<file path="src/rtl/dmem_arbiter.sv">
// dmem_arbiter: shares one synchronous-read data memory between CPU and DMA ports with CPU priority and a DMA starvation bound
module dmem_arbiter #(
  parameter int ADDR_W         = 8,
  parameter int MAX_CPU_STREAK = 4
) (
  input  logic              clk,
  input  logic              reset,
  input  logic              cpu_req,
  input  logic              cpu_we,
  input  logic [31:0]       cpu_addr,
  input  logic [31:0]       cpu_wdata,
  output logic              cpu_gnt,
  output logic              cpu_rvalid,
  output logic [31:0]       cpu_rdata,
  output logic              cpu_err,
  input  logic              dma_req,
  input  logic              dma_we,
  input  logic [31:0]       dma_addr,
  input  logic [31:0]       dma_wdata,
  output logic              dma_gnt,
  output logic              dma_rvalid,
  output logic [31:0]       dma_rdata,
  output logic              dma_err,
  output logic [ADDR_W-1:0] mem_addr,
  output logic [31:0]       mem_wdata,
  output logic              mem_we,
  output logic              mem_re,
  input  logic [31:0]       mem_rdata
);
  logic [3:0]  streak_cnt;
  logic        rsp_pending, rsp_owner, rsp_ok, cpu_err_q, dma_err_q;
  logic        g_we, bad, ok;
  logic [31:0] g_addr, g_wdata;
  always_comb begin
    cpu_gnt    = !reset && cpu_req && !(dma_req && streak_cnt == 4'(MAX_CPU_STREAK));
    dma_gnt    = !reset && dma_req && !cpu_gnt;
    g_we       = dma_gnt ? dma_we : cpu_we;
    g_addr     = dma_gnt ? dma_addr : cpu_addr;
    g_wdata    = dma_gnt ? dma_wdata : cpu_wdata;
    bad        = (|g_addr[1:0]) || (|g_addr[31:ADDR_W+2]);
    ok         = (cpu_gnt || dma_gnt) && !bad;
    mem_addr   = ok ? g_addr[ADDR_W+1:2] : '0;
    mem_wdata  = ok ? g_wdata : '0;
    mem_we     = ok && g_we;
    mem_re     = ok && !g_we;
    cpu_rvalid = !reset && rsp_pending && !rsp_owner;
    dma_rvalid = !reset && rsp_pending && rsp_owner;
    cpu_rdata  = (cpu_rvalid && rsp_ok) ? mem_rdata : '0;
    dma_rdata  = (dma_rvalid && rsp_ok) ? mem_rdata : '0;
    cpu_err    = !reset && cpu_err_q;
    dma_err    = !reset && dma_err_q;
  end
  // rsp_ok distinguishes a real read from a rejected one that still owes a zero response
  always_ff @(posedge clk) begin
    if (reset) begin
      streak_cnt  <= '0;
      rsp_pending <= 1'b0;
      rsp_owner   <= 1'b0;
      rsp_ok      <= 1'b0;
      cpu_err_q   <= 1'b0;
      dma_err_q   <= 1'b0;
    end else begin
      streak_cnt  <= dma_gnt ? '0 : (cpu_gnt && dma_req) ? streak_cnt + 4'd1 : streak_cnt;
      rsp_pending <= (cpu_gnt || dma_gnt) && !g_we;
      rsp_owner   <= dma_gnt;
      rsp_ok      <= ok;
      cpu_err_q   <= cpu_gnt && bad;
      dma_err_q   <= dma_gnt && bad;
    end
  end
endmodule

</file>
<file path="config.mk">
export PLATFORM = sky130hd
export DESIGN_NAME = dmem_arbiter
export DESIGN_NICKNAME = d
export VERILOG_FILES = /design/src/rtl/dmem_arbiter.sv
export SDC_FILE = /design/constraint.sdc
export NUM_CORES = 1
export LEC_CHECK = 0
export CORE_AREA = 2 2 109 111
export CTS_BUF_LIST = sky130_fd_sc_hd__clkbuf_16
export DETAILED_ROUTE_END_ITERATION = 10
export DIE_AREA = 0 0 111 113
export GPL_TIMING_DRIVEN = 0
export PLACE_DENSITY = 0.65
export SYNTH_ARGS = -nofsm -noshare
export SYNTH_HDL_FRONTEND = slang
export SYNTH_SLANG_ARGS = --single-unit
</file>
<file path="constraint.sdc">
create_clock -name clk -period 3.6 [get_ports clk]
set_clock_uncertainty 0.1 [all_clocks]
set_input_delay 1.08 -clock clk [delete_from_list [all_inputs] [get_ports clk]]
set_output_delay 1.08 -clock clk [all_outputs]
set_load 0.005 [all_outputs]
</file>
# Yosys cells after proc, flatten, opt, wreduce, memory -nomap -nowiden
# Index checks and enable logic that the tools add are counted.
# op_classes
mux	7
n_addsub	1
n_eq_ne	1
n_reduce_logical	30
# op_table
cell	count
2-to-1 mux 32 bit	5
OR reduction 22 bit	1
logical AND 1 bit	19
2-to-1 mux 8 bit	1
zero test 1 bit	6
adder 4 x 1 -> 4 bit, second input constant	1
equality test 4 x 3 -> 1 bit, second input constant	1
OR reduction 2 bit	2
logical OR 1 bit	2
2-to-1 mux 1 bit	1
# word_totals
in_bits	166
output_inout_bits	112
ff_bits	9

# Depth between registers and ports, before layout
# logic_depth
word_depth	12
mapped_depth	8
depth_no_buf	7

# Worst setup path after synthesis
# Ideal clock, no wire load.
# synth_timing
path_kind	input to output
from	input port dma_addr[13]
to	output port mem_addr[0]
path_slack_ps	184
path_stages	5
arrival_time_ps	2236
path_cell_list	or4_4 > nor2_8 > buf_8 > nand4_1 > a21oi_1
# synth_between
elab_chain_cells	6
# synth_lines
element	line	source
from (decl)	18	input logic [31:0] dma_addr,
2-to-1 mux 32 bit	38	g_addr = dma_gnt ? dma_addr : cpu_addr;
OR reduction 22 bit	40	bad = (|g_addr[1:0]) || (|g_addr[31:ADDR_W+2]);
logical OR 1 bit	40	
zero test 1 bit	41	ok = (cpu_gnt || dma_gnt) && !bad;
logical AND 1 bit	41	
2-to-1 mux 8 bit	42	mem_addr = ok ? g_addr[ADDR_W+1:2] : '0;
to (decl)	24	output logic [ADDR_W-1:0] mem_addr,
# No other way between the ends.

# Worst setup path after layout
# layout_timing
from	input port cpu_addr[16]
to	output port mem_wdata[6]
# layout_between
elab_chain_cells	6
# layout_lines
element	line	source
from (decl)	10	input logic [31:0] cpu_addr,
2-to-1 mux 32 bit	38	
OR reduction 22 bit	40	
logical OR 1 bit	40	
zero test 1 bit	41	
logical AND 1 bit	41	
2-to-1 mux 32 bit	43	mem_wdata = ok ? g_wdata : '0;
to (decl)	25	output logic [31:0] mem_wdata,
# No other way between the ends.

==> results.sh <==
export IMPL_ff_latch_area_um2=180
export IMPL_synth_area_um2=2060
export IMPL_irDropWorstVdd_uv=132
export IMPL_ctsHtreeMaxLevel=1
export IMPL_drt_antenna_violating_nets=0
export IMPL_ys_seq_elements=9
export IMPL_yosysTopAreaCell="nand4_1"
export IMPL_wl_um=13900
export IMPL_async_flop_share_pct=0
export IMPL_critPathMaxFanout=4
export IMPL_cts_buffers=3
export IMPL_grt_pass1_wl_um=21000
export IMPL_finalHoldViolations=0
export IMPL_clock_root_buffer="clkbuf_16"
export IMPL_ys_top_cells_by_area="nand4_1 26%, and3_1 20%, a21oi_1 11%"
export IMPL_critPathMaxStageDelay_ps=510
export IMPL_fin_area_um2=5550
export IMPL_timing_hold_ws_ps=402
export IMPL_rsz0062_at_grt="yes"
export IMPL_synthCells=300
export IMPL_via_per_inst=5.09
export IMPL_pwr_density_cell_nw_per_um2=101
export IMPL_timing_final_ws_setup_ps=-154
export IMPL_netlist_area_leader_share_pct=25.5
export IMPL_antenna_found_initial=0
export IMPL_grt_pass1_vias=4045
export IMPL_ys_types=38
export IMPL_path_clk_slew_ps=40
export IMPL_min_path_cells=2
export IMPL_worst_r2r_endpoint="rsp_pending"
export IMPL_cts_buffer_depth=2
export IMPL_die_w_um=111
export IMPL_place_area_um2=4980
export IMPL_post_route_period_util_pct=104
export IMPL_final_util_pct=49.3
export IMPL_crit_path_top_delay_cell="or4_4"
export IMPL_grt_use_total_pct=20.5
export IMPL_avgRoutedWirePerCell_um=18.2
export IMPL_dieArea_um2=12500
export IMPL_power_total_mw=0.562
export IMPL_worstSetupPathType="in -> out"
export IMPL_std_cell_rows=39
export IMPL_finalNetCount=790
export IMPL_synth_edff_count=0
export IMPL_r2r_setup_slack_ps=1840
export IMPL_p_leak_nw=2.55
export IMPL_dr_pass1_iters=5
export IMPL_cp_top_family="simple AND/OR/NAND/NOR gates"
export IMPL_ys_seq_area_share_pct=8.74
export IMPL_drc_errors=0
export IMPL_min_path_type="reg -> reg"
export IMPL_fin_crit_ps=3750
export IMPL_grt_ovfl_total=0
export IMPL_totalNegativeSetupSlack_ps=-4040
export IMPL_dp_slack_ps=-1190
export IMPL_hp_start="streak_cnt[0]"
export IMPL_io_buffers=274
export IMPL_final_cell_count_no_fill=764
export IMPL_violations="negative setup slack"
export IMPL_grt_max_degree=11
export IMPL_worstReg2RegStart="streak_cnt[0]"
export IMPL_r2r_cells=7
export IMPL_status="complete, but fails checks"
export IMPL_nFillCells=1122
export IMPL_arrival_ps=2570
export IMPL_holdBufCountCts=0
export IMPL_synth_nets=468
export IMPL_crit_path_start_kind="input port"
export IMPL_endpoint_kind="output port"
export IMPL_layout_drive_gt1_share_pct=30.1
export IMPL_place_hpwl_um=10500
export IMPL_gp_congestion=0.880
export IMPL_yosysWarnings=0
export IMPL_maxCapViolCount=0
export IMPL_ios=278
export IMPL_dr_total_vias=3888
export IMPL_crit_buf_inv=5
export IMPL_relSlewSlack_pct=59.1
export IMPL_core_area_um2=11300
export IMPL_drtIter0Drc=246
export IMPL_cts_tree="yes"
export IMPL_clkLatencyLatePin_ps=240
export IMPL_multiInputGateArea_um2=1690
export IMPL_tightest_slew_ps=613
export IMPL_dpl_cell_count=717
export IMPL_start_util_pct=18.3
export IMPL_hold_end="streak_cnt[0]"
export IMPL_slew_viol_final=0
export IMPL_required_ps=2420
export IMPL_max_freq_mhz=266
export IMPL_area_delta_synth_final_pct=169
export IMPL_synth_main_ff_cell="dfxtp_1"
export IMPL_die_h_um=113
export IMPL_n_antenna_cell=0
export IMPL_path_cells="buf_2, or4_4, nor2_4, buf_12, buf_6, buf_6, nand4_1, a21oi_2, buf_2"
export IMPL_cts_sinks=9
export IMPL_synth_area_per_cell_um2=6.87
export IMPL_setup_violations=42
flip-flops by register name, indices dropped and copies added (netlist names):
name	count
cpu_err_q	1
dma_err_q	1
rsp_ok	1
rsp_owner	1
rsp_pending	1
streak_cnt	4
cells in the final DEF (no fill, tap or decap), types with 3 or more instances in the layout:
cell type,netlist,routed
a21oi_1,45,33
a21oi_2,0,12
and3_1,65,63
buf_12,0,5
buf_2,10,58
buf_4,0,11
buf_6,10,43
buf_8,4,10
clkbuf_1,18,9
clkbuf_16,0,3
clkbuf_2,0,14
clkbuf_8,1,5
clkdlybuf4s15_1,0,15
clkdlybuf4s50_1,0,170
dfxtp_1,9,9
dlygate4sd2_1,0,9
dlymetal6s2s_1,0,9
inv_1,4,5
nand2b_1,4,4
nand4_1,84,84
nand4b_1,4,4
nor4_2,0,3
nor4_4,0,4
or4_4,4,4
where the power goes:
group / internal [mW] / leakage (nW) / switching (mW)
clock network: 0.145 / 0.0423 / 0.0504
logic: 0.171 / 2.43 / 0.0894
registers: 0.104 / 0.0736 / 0.00178
logic make-up (layout without fill, tap and decap cells):
| logic type | count (synthesis) | after routing | synth area share, % |
|---|---|---|---|
| buffers and inverters | 52 | 372 | 17.4 |
| flip-flops | 9 | 9 | 8.74 |
| AND/OR/NAND/NOR | 185 | 186 | 58.7 |
| adder cells (fa/ha/maj) | 2 | 2 | 1.21 |
| AO/OA/AOI/OAI | 52 | 52 | 13.9 |
cell type report:
class | count | share of cell area [%]
sequential | 9 | 3.24
multi-input combinational | 240 | 30.4
clock inverter | 1 | 0.0676
inverter | 5 | 0.383
clock buffer | 3 | 1.35
buffer | 43 | 7.37
tap | 143 | 3.22
timing repair buffer | 320 | 53.9
repair_timing:
| action | 4_1_cts | 5_1_grt |
|---|---|---|
| gates cloned | 13 | 0 |
| setup endpoints to repair | 107 | 92 |
| pin swaps | 107 | 60 |
| setup buffers | 36 | 3 |
| gates resized for setup | 371 | 59 |
tightest hold or removal path, delay by kind of cell (launching register included):
kind             cells  cell delay, ps
AO/OA/AOI/OAI        1              50
flip-flops           1             320
AND/OR/NAND/NOR      1              80
metal layers:
| layer | share of wire, % | vias up | GRT usage, % |
|---|---|---|---|
| met3 | 9.1 | 30 | 5.36 |
| li1 | - | 1836 | - |
| met5 | 0 | - | 0 |
| met2 | 55 | 235 | 41.8 |
| met4 | 3.0 | 0 | 7.25 |
| met1 | 33 | 1787 | 19.8 |
synthesized netlist by cell type (2+ instances only):
cell type  number
a21oi_1        45
and2_1          2
and3_1         65
and4_1          2
buf_1           2
buf_2          10
buf_6          10
buf_8           4
clkbuf_1       18
dfxtp_1         9
ha_1            2
inv_1           4
nand2b_1        4
nand4_1        84
nand4b_1        4
nor2_1          2
nor2b_1         2
nor4_1          8
or4_4           4
worst max path at each step:
| stage | slack, ps | start | cells after the start | endpoint |
|---|---|---|---|---|
| 2_1_floorplan | 180 | dma_addr[13] | 5 | mem_addr[0] |
| 3_3_place_gp | -1140 | cpu_addr[20] | 8 | mem_wdata[3] |
| 3_5_place_dp | -1190 | cpu_addr[22] | 8 | mem_wdata[3] |
| 4_1_cts | -210 | cpu_addr[19] | 10 | mem_wdata[1] |
| 5_1_grt | -220 | cpu_addr[13] | 10 | mem_addr[0] |
| 6_report | -150 | cpu_addr[16] | 9 | mem_wdata[6] |
Note: power is estimated with default switching activity, not from simulation.
==> RTL edit (same settings) <==
Put a register stage on the output `cpu_err`, cleared by the reset. The value now appears one clock later. The other outputs are not delayed to match.
--- a/src/rtl/dmem_arbiter.sv
+++ b/src/rtl/dmem_arbiter.sv
@@ -28,4 +28,6 @@
   input  logic [31:0]       mem_rdata
 );
+
+  logic cpu_err_d;
   logic [3:0]  streak_cnt;
   logic        rsp_pending, rsp_owner, rsp_ok, cpu_err_q, dma_err_q;
@@ -48,5 +50,5 @@
     cpu_rdata  = (cpu_rvalid && rsp_ok) ? mem_rdata : '0;
     dma_rdata  = (dma_rvalid && rsp_ok) ? mem_rdata : '0;
-    cpu_err    = !reset && cpu_err_q;
+    cpu_err_d  = !reset && cpu_err_q;
     dma_err    = !reset && dma_err_q;
   end
@@ -69,4 +71,12 @@
     end
   end
+  always_ff @(posedge clk) begin
+    if (reset) begin
+      cpu_err <= '0;
+    end else begin
+      cpu_err <= cpu_err_d;
+    end
+  end
+
 endmodule
 
Function: changed (a bounded check fails within 4 cycles, from zero or initial values and one cycle with reset high).
==> RTL edit against the unedited design <==
The flow still finishes with violations (negative setup slack); cell area grew 1.8%; routed wire length shrank 1.9%; power increased by 1.9%; hold slack worse by 0.050 ns; worst setup slack got worse by 0.082 ns; cell count grew 0.52%; sequential cell count increased by 1; area after synthesis up 1.7%; clock power about the same; sequential share of layout area is 0.30 points higher; critical path depth fell by 1; largest power group unchanged.
==> RTL edit: results (changes against the unedited design) <==
| Metric | Value |
|---|---|
| Sequential share of the synthesized area | 9.552% (+0.81 points) |
| Buffers, non-clock | 366 (+0.83%) |
| Non-clock buffer area fraction after layout | 61.15% (-0.16 points) |
| Final-report setup violation count | 41 (-2.4%) |
| Power attributed to sequential cells | 0.117 mW (+11%) |
| Layout net count | 794 (+0.51%) |
| GRT Overall Usage | 19.85% (-0.69 points) |
| Min-Delay Path Depth | 1 (-1) |
| Worst Min Path Start | cpu_err_q |
| Highest net fanout along the worst path | 8 (+4) |
| Global-route wire length before repair | 20,350 um (-3.1%) |
| Post-place setup slack | -1.097 ns (+0.09482 ns) |
| Final WS setup | -0.2362 ns (-0.08212 ns) |
| Mean routed wirelength per cell | 17.76 um (-2.4%) |
| Vias in the first global route | 3,977 (-1.7%) |
| Synthesized net count | 469 (+0.21%) |
| Switching Fraction | 24.73% (-0.47 points) |
| Run status | finished with violations |
| Via count of the routed design | 3,855 (-0.85%) |
| Slowest Stage Delay on Critical Path | 0.56 ns (+0.05 ns) |
| Area used by sequential logic in the layout | 200.2 um^2 (+11%) |
| R2r worst-path depth | 8 (+1) |
| Worst Hold Slack | 0.3512 ns (-0.05045 ns) |
| Min-Delay Endpoint | cpu_err |
| Leakage | 2.863 nW (+12%) |
| Count of fill cells added during filler insertion | 1,123 (+0.089%) |
| Violated checks | negative setup slack |
| Power density normalized to cell area | 101.3 nW/um^2 (+0.16%) |
[RTL edit: cell count changes after synthesis, moves of 2 or more]
cell,unedited run,this run
sky130_fd_sc_hd__buf_4,0,6
sky130_fd_sc_hd__buf_6,10,7
sky130_fd_sc_hd__buf_1,2,0
sky130_fd_sc_hd__a21oi_2,0,8
sky130_fd_sc_hd__a21oi_1,45,38
[RTL edit: cell families (layout without fill, tap and decap cells)]
| group | Yosys count | count (layout) | synth area share [%] |
|---|---|---|---|
| flops | 10 | 10 | 9.552 |
| simple gates | 184 | 185 | 58.15 |
| fa+ha+maj | 2 | 2 | 1.194 |
| compound gates | 53 | 53 | 14.93 |
| buf+inv | 52 | 375 | 16.18 |
[RTL edit: layer usage]
metal	GRT usage (%)	part of all wire [%]	vias to the layer above
met5	0	0	-
met4	6.250	2.4	0
met3	3.589	7.4	22
met2	41.06	55	215
met1	19.82	35	1777
li1	-	-	1841
